[src/rtl/booth_mult_seq.sv]
// Sequential signed multiplier built on radix-4 Booth recoding.
// Operands are reduced to magnitudes by two abs instances. One Booth digit
// is retired per cycle, and the result sign is applied in a final cycle.

// Two's-complement magnitude; the result is unsigned so the most negative
// input maps to 2^(W-1) without overflow.
module booth_abs #(
   parameter int W = 8
) (
   input  logic signed [W-1:0] din,
   output logic        [W-1:0] mag
);

   assign mag = din[W-1] ? (~din + 1'b1) : din;

endmodule

module booth_mult_seq #(
   parameter int WIDTH = 8
) (
   input  logic                        clk,
   input  logic                        rst_n,
   input  logic                        in_valid,
   output logic                        in_ready,
   input  logic signed [WIDTH-1:0]     a,
   input  logic signed [WIDTH-1:0]     b,
   output logic                        out_valid,
   input  logic                        out_ready,
   output logic signed [2*WIDTH-1:0]   product,
   output logic                        busy
);

   localparam int ITER = (WIDTH + 2) / 2;
   localparam int MW   = WIDTH + 2;        // zero-extended magnitude width
   localparam int AW   = 2 * WIDTH + 2;    // accumulator width
   localparam int CW   = $clog2(ITER + 1);

   typedef enum logic [1:0] {
      IDLE = 2'd0,
      CALC = 2'd1,
      SIGN = 2'd2,
      DONE = 2'd3
   } state_t;

   state_t                 state;
   state_t                 state_nxt;

   logic [WIDTH-1:0]       abs_a;
   logic [WIDTH-1:0]       abs_b;
   logic [MW-1:0]          mag_a;
   logic [MW:0]            mul_sr;     // multiplier magnitude with appended 0 LSB
   logic signed [AW-1:0]   acc;
   logic                   neg;
   logic [CW-1:0]          cnt;

   logic                   accept;
   logic                   zero_op;
   logic                   last_digit;

   // Booth partial product for one 3-bit window of the multiplier.
   function automatic logic signed [AW-1:0] booth_pp(input logic [2:0]    bits,
                                                      input logic [MW-1:0] m);
      logic signed [AW-1:0] m_ext;
      m_ext = signed'({{(AW-MW){1'b0}}, m});
      case (bits)
         3'b001, 3'b010: booth_pp = m_ext;
         3'b011:         booth_pp = m_ext <<< 1;
         3'b100:         booth_pp = -(m_ext <<< 1);
         3'b101, 3'b110: booth_pp = -m_ext;
         default:        booth_pp = '0;
      endcase
   endfunction

   // Truncate the accumulated magnitude to the product width and apply the sign.
   function automatic logic signed [2*WIDTH-1:0] apply_sign(input logic                 n,
                                                            input logic signed [AW-1:0] v);
      logic signed [2*WIDTH-1:0] t;
      t = v[2*WIDTH-1:0];
      apply_sign = n ? -t : t;
   endfunction

   booth_abs #(.W(WIDTH)) u_abs_a (
      .din (a),
      .mag (abs_a)
   );

   booth_abs #(.W(WIDTH)) u_abs_b (
      .din (b),
      .mag (abs_b)
   );

   assign accept     = (state == IDLE) && in_valid;
   assign zero_op    = (abs_a == '0) || (abs_b == '0);
   assign last_digit = (cnt == CW'(ITER - 1));

   assign in_ready   = (state == IDLE);
   assign out_valid  = (state == DONE);
   assign busy       = (state == CALC) || (state == SIGN);

   // State register.
   always_ff @(posedge clk or negedge rst_n) begin
      if (!rst_n) begin
         state <= IDLE;
      end else begin
         state <= state_nxt;
      end
   end

   // Next-state logic: zero operands skip straight to DONE.
   always_comb begin
      state_nxt = state;
      case (state)
         IDLE: if (in_valid)   state_nxt = zero_op ? DONE : CALC;
         CALC: if (last_digit) state_nxt = SIGN;
         SIGN:                 state_nxt = DONE;
         DONE: if (out_ready)  state_nxt = IDLE;
         default:              state_nxt = IDLE;
      endcase
   end

   // Operand capture, per-digit accumulation and sign application.
   always_ff @(posedge clk or negedge rst_n) begin
      if (!rst_n) begin
         mag_a   <= '0;
         mul_sr  <= '0;
         neg     <= 1'b0;
         acc     <= '0;
         cnt     <= '0;
         product <= '0;
      end else begin
         case (state)
            IDLE: begin
               if (accept) begin
                  mag_a  <= {2'b00, abs_a};
                  mul_sr <= {2'b00, abs_b, 1'b0};
                  neg    <= a[WIDTH-1] ^ b[WIDTH-1];
                  acc    <= '0;
                  cnt    <= '0;
                  if (zero_op) begin
                     product <= '0;
                  end
               end
            end
            CALC: begin
               acc    <= acc + (booth_pp(mul_sr[2:0], mag_a) <<< {cnt, 1'b0});
               mul_sr <= mul_sr >> 2;
               cnt    <= cnt + 1'b1;
            end
            SIGN: begin
               product <= apply_sign(neg, acc);
            end
            default: begin
            end
         endcase
      end
   end

endmodule
[config.mk]
export PLATFORM = sky130hd
export DESIGN_NAME = booth_mult_seq
export DESIGN_NICKNAME = d
export VERILOG_FILES = /design/src/rtl/booth_mult_seq.sv
export SDC_FILE = /design/constraint.sdc
export NUM_CORES = 1
export LEC_CHECK = 0
export ABC_CLOCK_PERIOD_IN_PS = 7400
export CAP_MARGIN = 5
export CORE_MARGIN = 2
export CORE_UTILIZATION = 35
export DETAILED_ROUTE_END_ITERATION = 7
export PLACE_DENSITY_LB_ADDON = 0.12
export SKIP_LAST_GASP = 1
export SLEW_MARGIN = 20
export SYNTH_ARGS = -nofsm -noshare
export SYNTH_HDL_FRONTEND = slang
export SYNTH_SLANG_ARGS = --single-unit
[constraint.sdc]
create_clock -name clk -period 7.4 [get_ports clk]
set_clock_uncertainty 0.2 [all_clocks]
set_input_delay 1.48 -clock clk [delete_from_list [all_inputs] [get_ports clk]]
set_output_delay 1.48 -clock clk [all_outputs]
set_load 0.05 [all_outputs]
==> flow_summary.json, run 1 <==
{
  "peakVddDrop_mv": 0.153,
  "die_h_um": 118,
  "vias_per_cell": 5.56,
  "area_delta_synth_final_pct": 13.0,
  "min_period_ns": 4.60,
  "dieWidth_um": 118,
  "final_core_util_pct": 40.7,
  "drtIter0Drc": 277,
  "ys_seq_elements": 55,
  "n_antenna_cell": 0,
  "worst-r2r-cell-count": 13,
  "syn_avg_cell_area_um2": 8.32,
  "remaining_drc_errors": 0,
  "core.rowCount": 41,
  "grt-ovfl-total": 0,
  "cap_viol_max_count": 0,
  "critPathMaxFanout": 18,
  "synthCells": 551,
  "slew_headroom_pct": 36.9,
  "r2r-start": "mul_sr[0]$_DFFE_PN0P_",
  "ys_types": 72,
  "setup_tns_ns": 0,
  "rsz0062_at_grt": "no",
  "syn_nets": 599,
  "ioPinCount": 39,
  "antenna_found_initial": 0,
  "synth_edf_count": 0,
  "grt_pass1_wl_um": 19300,
  "setup.worst_path.start": "mul_sr[0]$_DFFE_PN0P_",
  "max_clock_freq_mhz": 218,
  "cts_root_buffer": "clkbuf_16",
  "worstPathArrival_ns": 4.58,
  "drive_gt1_share_pct": 5.15,
  "p_per_area_mw_per_mm2": 509,
  "required_ns": 7.39,
  "drv_slew": 0,
  "p_leak_nw": 2.20,
  "clk_pin_slew_worst_paths_ns": 0.07,
  "combPwrFrac_pct": 66.8,
  "power.total_w": 0.00264,
  "tightest_slew_ns": 0.935,
  "initial_core_util_pct": 36.0,
  "cts.sinks": 55,
  "io_buffers": 38,
  "grt_pass1_vias": 3814,
  "globalplace.congestion": 0.865,
  "nNetsFinal": 610,
  "r2r_slack_ns": 2.80,
  "vias": 4085,
  "final_min_period_over_clock_period_pct": 62.1,
  "cts_resized": 0,
  "seq_power_share_pct": 23.6,
  "ys.flop_type": "dfrtp_1",
  "hold_class": "reg -> reg",
  "firstDrtPassIters": 5,
  "r2r_end": "acc[10]$_DFFE_PN0P_",
  "cts_buffers": 5,
  "clock_latency_ns": 0.30,
  "hold_buffers": 0,
  "yosys_warnings": 0,
  "start_kind": "flip-flop",
  "hold_violations": 0,
  "p_int_w": 0.00125,
  "core_area_mm2": 0.0127,
  "finalSetupViolations": 0,
  "clock_power_share_pct": 9.7,
  "yosysSeqAreaShare_pct": 30.0,
  "worstSetupPathType": "reg -> reg",
  "status": "finished clean",
  "tritoncts": "yes",
  "dieArea_mm2": 0.0140,
  "p_switching_w": 0.00139,
  "crit_path_end_kind": "flip-flop",
  "postCtsSetupBuffers": 0,
  "netlist_area_mm2": 0.00458,
  "sw_frac_of_total_pct": 52.5,
  "dp_hpwl_um": 8700,
  "wirelength_um": 11500,
  "async_flop_share_pct": 100,
  "grt_max_degree": 56,
  "avgRoutedWirePerCell_um": 15.6,
  "clockBufferDepth": 2,
  "cts_max_level": 2,
  "grtUsageTotal_pct": 16.8,
  "critPathCapture": "acc[10]$_DFFE_PN0P_",
  "postRouteAntennaNets": 0
}
==> final cells by class <==
class                   instances  area (um2)
fillers                      1336        7540
multi-input cells             439        2960
flip-flops and latches         55        1380
repair buffers                 40         390
well taps                     172         215
clock buffers                   7         153
inverters                      21        78.8
clock inverters                 1        7.51
==> synthesized netlist by cell type (6+ instances only) <==
cell	instances	area (um2)
o2bb2ai_1	17	149
nor3_1	11	55.1
xnor2_1	15	131
a22o_1	6	52.6
o31ai_1	7	52.6
nand3_1	11	55.1
a211oi_1	8	60.1
a21oi_1	26	130
buf_2	8	40.0
dfrtp_1	55	1380
mux2i_1	13	130
xor2_1	26	228
a21o_1	6	45.0
nor2b_1	7	43.8
ha_1	27	338
nor2_1	44	165
nand2_1	63	236
o21ai_0	59	295
inv_1	20	75.1
clkbuf_1	20	75.1
or3_1	14	87.6
==> kinds of logic (layout without fill, tap and decap cells) <==
| group | count (synthesis) | count (layout) | share of synthesized area [%] |
|---|---|---|---|
| adders and majority gates | 28 | 28 | 7.81 |
| muxes | 14 | 14 | 3.09 |
| xor gates and xnor gates | 41 | 41 | 7.84 |
| AOI/OAI and AO/OA | 175 | 175 | 26.3 |
| buffers and inverters | 57 | 69 | 5.57 |
| DFF | 55 | 55 | 30.0 |
| and+or+nand+nor | 181 | 181 | 19.4 |
==> metal layers <==
layer | share of wire, % | wire length (um) | track usage, % | up-vias
met1 | 47 | 5360 | 22.3 | 1943
met5 | 0 | 0 | 0 | -
li1 | - | - | - | 2035
met2 | 48 | 5470 | 28.2 | 91
met4 | 1.8 | 212 | 5.13 | 0
met3 | 3.7 | 427 | 2.41 | 16
==> cell usage in the layout, fill, tap and decap left out, types with 3 or more instances in the layout <==
cell / n
o31ai_1: 7
a21oi_1: 26
and3_1: 3
inv_1: 20
nand2b_1: 3
nor2b_1: 7
a32o_1: 3
o211ai_1: 3
xor2_1: 26
dfrtp_1: 55
a221oi_1: 5
mux2i_1: 13
clkdlybuf4s50_1: 37
nor3_1: 11
nand4_1: 3
ha_1: 27
clkbuf_16: 5
o2bb2ai_1: 17
nand2_1: 63
nor2_1: 44
nand3_1: 11
o41ai_1: 4
xnor2_1: 15
a211oi_1: 8
o21ai_0: 59
a22o_1: 6
or3_1: 14
nor4_1: 3
o21ai_2: 3
a21o_1: 6
and2_1: 3
o22ai_1: 3
a31oi_1: 3
==> power groups by stage <==
| stage | Sequential (W) | Clock (W) | Combinational, W |
|---|---|---|---|
| finish | 0.000621 | 0.000255 | 0.00176 |
| global route | 0.000647 | 0.000274 | 0.00197 |
| CTS | 0.000620 | 0.000264 | 0.00176 |
| detailed placement | 0.000626 | 0 | 0.00175 |
| global placement | 0.000623 | 0 | 0.00174 |
| floorplan | 0.000591 | 0 | 0.00137 |
==> sequential cells by signal (all words and copies together) (netlist names) <==
register and flops:
acc 16, product 16, mul_sr 9, mag_a 8
cnt 3, state 2, neg 1
==> how the worst min path moves through the flow <==
stage / startpoint / endpoint / cells after the start
floorplan: mul_sr[3]$_DFFE_PN0P_ / mul_sr[3]$_DFFE_PN0P_ / 2
global placement: mul_sr[3]$_DFFE_PN0P_ / mul_sr[3]$_DFFE_PN0P_ / 2
detailed placement: product[3]$_DFFE_PN0P_ / product[3]$_DFFE_PN0P_ / 1
CTS: mul_sr[3]$_DFFE_PN0P_ / mul_sr[3]$_DFFE_PN0P_ / 2
global route: product[3]$_DFFE_PN0P_ / product[3]$_DFFE_PN0P_ / 1
finish: mul_sr[3]$_DFFE_PN0P_ / mul_sr[3]$_DFFE_PN0P_ / 2
==> critical path: stages (launching register included) <==
cell       delay [ns]
dfrtp_1          0.58
nor2_1           0.46
nor2_1           0.24
a221oi_1         0.30
nor2_1           0.12
a21o_1           0.22
and3_1           0.19
ha_1             0.32
a21o_1           0.18
a21o_1           0.22
a2111oi_1        0.54
nor4_1           0.15
or4_1            0.49
a32o_1           0.27
==> metrics by stage <==
step / instances / worst slack, ns / hold WS [ns] / cell area [um2]
floorplan: 551 / 3.46 / 0.250 / 4580
detailed placement: 727 / 2.88 / 0.273 / 5020
global route: 735 / 2.50 / 0.303 / 5180
CTS: 735 / 2.85 / 0.289 / 5180
global placement: 727 / 2.84 / 0.269 / 5010
finish: 735 / 2.80 / 0.282 / 5180
Power figures use the tool's default switching activity.
==> inputs of run 2 (changes only) <==
- ABC_CLOCK_PERIOD_IN_PS: 7400 -> 3900
- clock period: 7.4 -> 3.9 ns (I/O delays scaled with it)
==> run 2 against run 1 <==
Sequential cell count unchanged. Worst hold slack improved by 0.0075 ns. Cell area increased by 13%. Non-clock buffer count increased by 66. Setup slack got worse by 2.8 ns. Sequential share of layout area decreased by 3.1 points. Critical path type unchanged. Largest power group unchanged.
==> flow_summary.json, run 2 (synthesis results as in run 1) <==
{
  "combPwrFrac_pct": 74.6,
  "crit_path_top_delay_cell": "or4b_4",
  "final_cell_mix": "buf_4, nand2_1, dfrtp_1",
  "dp_hpwl_um": 9910,
  "hold_slack_ns": 0.289,
  "avgRoutedWirePerCell_um": 15.9,
  "p_int_w": 0.00311,
  "clock_power_share_pct": 8.2,
  "dieWidth_um": 118,
  "setup_slack_ns": 0.0485,
  "place_ws_ns": -0.218,
  "setup_tns_ns": 0,
  "crit_chain": "inv_2 > ha_4 > or4b_4 > nor2_4 > a21oi_2 > a22o_1 > mux2i_1 > o21ai_1 > nand2_1 > o31ai_2 > ha_1 > and3_4 > and3_1 > nand3_1 > nand3b_1 > a31oi_2 > xnor2_1 > a21oi_1 > o22ai_1",
  "firstDrtPassIters": 4,
  "p_leak_nw": 2.54,
  "max_clock_freq_mhz": 260,
  "start_kind": "flip-flop",
  "cts_buffers": 5,
  "crit_path_max_incr_delay_ns": 0.49,
  "tightest_slew_ns": 0.772,
  "grtUsageTotal_pct": 18.4,
  "clockBufferDepth": 2,
  "critPathCapture": "acc[15]$_DFFE_PN0P_",
  "core.rowCount": 41,
  "r2r_slack_ns": 0.05,
  "p_per_area_mw_per_mm2": 1040,
  "remaining_drc_errors": 0,
  "worstSetupPathType": "reg -> reg",
  "hold_violations": 0,
  "initial_core_util_pct": 36.0,
  "grt_pass1_wl_um": 21100,
  "peakVddDrop_mv": 0.370,
  "drv_slew": 0,
  "dieArea_mm2": 0.0140,
  "slew_headroom_pct": 48.5,
  "area_delta_synth_final_pct": 27.9,
  "vias_per_cell": 5.39,
  "largest_registers": "acc (16), product (16), mul_sr (9)",
  "io_buffers": 38,
  "drtIter0Drc": 223,
  "n_antenna_cell": 0,
  "hold_class": "reg -> reg",
  "worstPathArrival_ns": 3.86,
  "tritoncts": "yes",
  "required_ns": 3.91,
  "min_period_ns": 3.85,
  "seq_power_share_pct": 17.1,
  "crit_path_end_kind": "flip-flop",
  "cts.sinks": 55,
  "finalSetupViolations": 0,
  "critPathMaxFanout": 5,
  "core_area_mm2": 0.0127,
  "vias": 4314,
  "cts_max_level": 2,
  "sw_frac_of_total_pct": 48.8,
  "nNetsFinal": 676,
  "worst-r2r-cell-count": 19,
  "cts_root_buffer": "clkbuf_16",
  "r2r_end": "acc[15]$_DFFE_PN0P_",
  "r2r-start": "mag_a[1]$_DFFE_PN0P_",
  "drive_gt1_share_pct": 20.2,
  "antenna_found_initial": 0,
  "clock_latency_ns": 0.29,
  "grt_max_degree": 33,
  "grt_pass1_vias": 4271,
  "status": "finished clean",
  "clk_pin_slew_worst_paths_ns": 0.07,
  "grt-ovfl-total": 0,
  "rsz0062_at_grt": "yes",
  "p_switching_w": 0.00296,
  "die_h_um": 118,
  "wirelength_um": 12700,
  "ioPinCount": 39,
  "final_min_period_over_clock_period_pct": 98.8,
  "globalplace.congestion": 0.920,
  "cap_viol_max_count": 0,
  "postRouteAntennaNets": 0,
  "setup.worst_path.start": "mag_a[1]$_DFFE_PN0P_",
  "final_common_cell": "buf_4"
}
-- run 2: changes by cell type in the layout (fill, tap and decap cells not counted), moves of 4 or more --
cell / before / now
ha_1: 27 / 22
a21oi_1: 26 / 21
a21oi_2: 0 / 5
nor2_1: 44 / 40
ha_2: 0 / 4
o21ai_1: 2 / 9
buf_4: 2 / 67
o21ai_0: 59 / 51
-- run 2: layout make-up --
class | instances | area, um2
repair buffers | 106 | 890
multi-input cells | 439 | 3140
flip-flops and latches | 55 | 1380
well taps | 172 | 215
clock inverters | 2 | 37.5
inverters | 21 | 78.8
fillers | 1313 | 6860
clock buffers | 5 | 125
-- run 2: worst max-delay path, delay by kind of cell (launching register included) --
| kind | cells | cell delay, ns |
|---|---|---|
| DFF | 1 | 0.39 |
| xor gates and xnor gates | 1 | 0.16 |
| muxes | 1 | 0.20 |
| AOI/OAI and AO/OA | 7 | 0.97 |
| and+or+nand+nor | 7 | 1.28 |
| adders and majority gates | 2 | 0.49 |
| buffers and inverters | 1 | 0.08 |
-- run 2: how the worst min path moves through the flow --
| stage | from | endpoint | slack, ns | depth (start not counted) |
|---|---|---|---|---|
| 6_report | product[5]$_DFFE_PN0P_ | product[5]$_DFFE_PN0P_ | 0.29 | 1 |
| 5_1_grt | product[9]$_DFFE_PN0P_ | product[9]$_DFFE_PN0P_ | 0.31 | 1 |
| 4_1_cts | mul_sr[3]$_DFFE_PN0P_ | mul_sr[3]$_DFFE_PN0P_ | 0.29 | 2 |
| 3_5_place_dp | product[5]$_DFFE_PN0P_ | product[5]$_DFFE_PN0P_ | 0.27 | 1 |
| 3_3_place_gp | mul_sr[3]$_DFFE_PN0P_ | mul_sr[3]$_DFFE_PN0P_ | 0.27 | 2 |
| 2_1_floorplan | mul_sr[3]$_DFFE_PN0P_ | mul_sr[3]$_DFFE_PN0P_ | 0.25 | 2 |
-- run 2: what timing repair did --
| action | in CTS | in global routing |
|---|---|---|
| setup buffers | 1 | 6 |
| setup endpoints to repair | 6 | 8 |
| hold buffers | 0 | 0 |
| gates resized for setup | 9 | 38 |
| endpoints found under the hold margin | 0 | 0 |
| pin swaps | 5 | 26 |
-- run 2: power by group through the flow --
stage               combinational [W]  sequential [W]  clock, W
floorplan                     0.00262         0.00112         0
global placement              0.00406         0.00104         0
detailed placement            0.00408         0.00104         0
CTS                           0.00419         0.00104  0.000518
global route                  0.00499         0.00108  0.000539
finish                        0.00453         0.00104  0.000500
-- run 2: metrics by stage --
step	power (W)	util, %	area, um2	cells
final	0.00607	46.1	5860	800
after global routing	0.00660	46.1	5860	800
after CTS	0.00574	44.6	5670	794
after detailed placement	0.00513	43.0	5470	786
after global placement	0.00509	43.0	5470	786
after floorplan	0.00374	-	4590	551
-- run 2: routing by layer --
| layer | GRT usage, % | up-vias | share of wire [%] |
|---|---|---|---|
| met1 | 23.2 | 2049 | 45 |
| met3 | 2.61 | 24 | 3.3 |
| li1 | - | 2160 | - |
| met4 | 4.99 | 0 | 2.0 |
| met5 | 0 | - | 0 |
| met2 | 32.8 | 81 | 50 |
==> inputs of run 3 (changes only) <==
- CORE_MARGIN: 2 -> unset
- MAX_ROUTING_LAYER: unset -> met4
==> run 3 against run 2 <==
Setup slack got worse by 0.043 ns. Utilization increased by 1.5 points. Combinational power increased by 5.1%.
==> flow_summary.json, run 3 (synthesis results as in run 1) <==
{
  "drive_gt1_share_pct": 24.3,
  "grt_pass1_vias": 4237,
  "core_area_mm2": 0.0127,
  "crit_path_max_incr_delay_ns": 0.44,
  "postRouteAntennaNets": 0,
  "status": "finished clean",
  "nNetsFinal": 690,
  "peakVddDrop_mv": 0.324,
  "cts_max_level": 2,
  "globalplace.congestion": 0.939,
  "critPathMaxFanout": 4,
  "max_clock_freq_mhz": 257,
  "hold_class": "reg -> reg",
  "rsz0062_at_grt": "yes",
  "required_ns": 3.88,
  "die_h_um": 116,
  "firstDrtPassIters": 4,
  "vias_per_cell": 5.34,
  "remaining_drc_errors": 0,
  "grtUsageTotal_pct": 20.6,
  "dieArea_mm2": 0.0136,
  "clockBufferDepth": 2,
  "wirelength_um": 12900,
  "cts_buffers": 5,
  "drv_slew": 0,
  "final_common_cell": "buf_4",
  "cap_viol_max_count": 0,
  "initial_core_util_pct": 36.2,
  "hold_slack_ns": 0.284,
  "grt_max_degree": 33,
  "path_buf_inv": 1,
  "worstSetupPathType": "reg -> reg",
  "largest_registers": "acc (16), product (16), mul_sr (9)",
  "crit_path_end_kind": "flip-flop",
  "cts_root_buffer": "clkbuf_16",
  "path_delay_family": "simple AND/OR/NAND/NOR gates",
  "tritoncts": "yes",
  "fill_cells": 1273,
  "avgRoutedWirePerCell_um": 15.8,
  "tightest_slew_ns": 0.769,
  "final_core_util_pct": 47.6,
  "p_leak_nw": 2.62,
  "clk_pin_slew_worst_paths_ns": 0.07,
  "io_buffers": 38,
  "worstPathArrival_ns": 3.87,
  "grt_pass1_wl_um": 21100,
  "dp_hpwl_um": 9940,
  "regArea_mm2": 0.00138,
  "final_min_period_over_clock_period_pct": 99.9,
  "min_period_ns": 3.89,
  "n_antenna_cell": 0,
  "p_per_area_mw_per_mm2": 1040,
  "ioPinCount": 39,
  "grt-ovfl-total": 0,
  "vias": 4354,
  "crit_chain": "nor3_2 > nand2_1 > nor3_2 > ha_1 > mux2i_1 > nor2_1 > a211oi_2 > buf_4 > mux2i_1 > a21oi_1 > o22ai_1 > ha_1 > and3_4 > and3_4 > nand3_2 > nand3b_1 > a31oi_4 > xnor2_2 > a21oi_2 > o22ai_1",
  "antenna_found_initial": 0,
  "final_cell_mix": "buf_4, nand2_1, dfrtp_1",
  "start_kind": "flip-flop",
  "core.rowCount": 41,
  "area_delta_synth_final_pct": 31.6,
  "dieWidth_um": 116,
  "drtIter0Drc": 228,
  "hold_violations": 0,
  "cts.sinks": 55,
  "slew_headroom_pct": 48.7,
  "finalSetupViolations": 0,
  "clock_latency_ns": 0.30,
  "crit_path_top_delay_cell": "dfrtp_2",
  "multi_input_area_mm2": 0.00320
}
## run 3: repair_timing
action / in CTS / in global routing
gates resized for setup: 8 / 55
hold buffers: 0 / 0
buffers inserted: 0 / 10
pin swaps: 0 / 31
endpoints found under the setup margin: 4 / 9
cloned: 0 / 0
## run 3: through the flow
step	TNS (ns)	std cells	cell area, um2	setup slack, ns	power (W)
global route	-0.754	815	6030	-0.224	0.00683
CTS	-0.0204	805	5730	-0.0204	0.00581
floorplan	0	551	4590	0.00351	0.00374
detailed placement	-0.330	797	5550	-0.155	0.00524
finish	0	815	6030	0.00510	0.00628
global placement	-0.315	797	5550	-0.181	0.00522
## run 3: worst min-delay path, stage by stage, from the launching register on
cell and delay [ns]:
dfrtp_1 0.34, nand2_1 0.04, o21ai_0 0.06
## run 3: power by group
group          switching, W  leakage (nW)  internal [W]
Sequential         0.000244         0.720      0.000791
Clock              0.000211        0.0761      0.000274
Combinational       0.00261          1.83       0.00215
Total               0.00307          2.62       0.00321
## run 3: final cells by class
class,instances,area share (%)
timing repair buffer,120,16.6
tap,172,3.57
clock inverter,1,0.125
clock buffer,7,2.53
multi-input combinational,439,53.0
sequential,55,22.9
inverter,21,1.31
## run 3: layer usage
metal  vias to the layer above  wire (um)  global-route usage, %
met5                         -          0                      -
met4                         0        129                   4.62
met3                         9        257                   2.70
met2                        63       6420                   34.8
met1                      2088       6100                   26.0
li1                       2194          -                      -
## run 3: path summary, 6_finish.rpt
check                                      start                    end  slack (ns)  cells after the start
setup / recovery            mag_a[2]$_DFFE_PN0P_    acc[15]$_DFFE_PN0P_       0.005                     20
hold / removal             mul_sr[3]$_DFFE_PN0P_  mul_sr[3]$_DFFE_PN0P_        0.28                      2
setup reg to reg            mag_a[2]$_DFFE_PN0P_    acc[15]$_DFFE_PN0P_       0.005                     20
hold reg to reg            mul_sr[3]$_DFFE_PN0P_  mul_sr[3]$_DFFE_PN0P_        0.28                      2
max in group asynchronous                  rst_n   mag_a[2]$_DFFE_PN0P_        2.33                      2
min in group asynchronous                  rst_n     acc[7]$_DFFE_PN0P_        0.32                      1
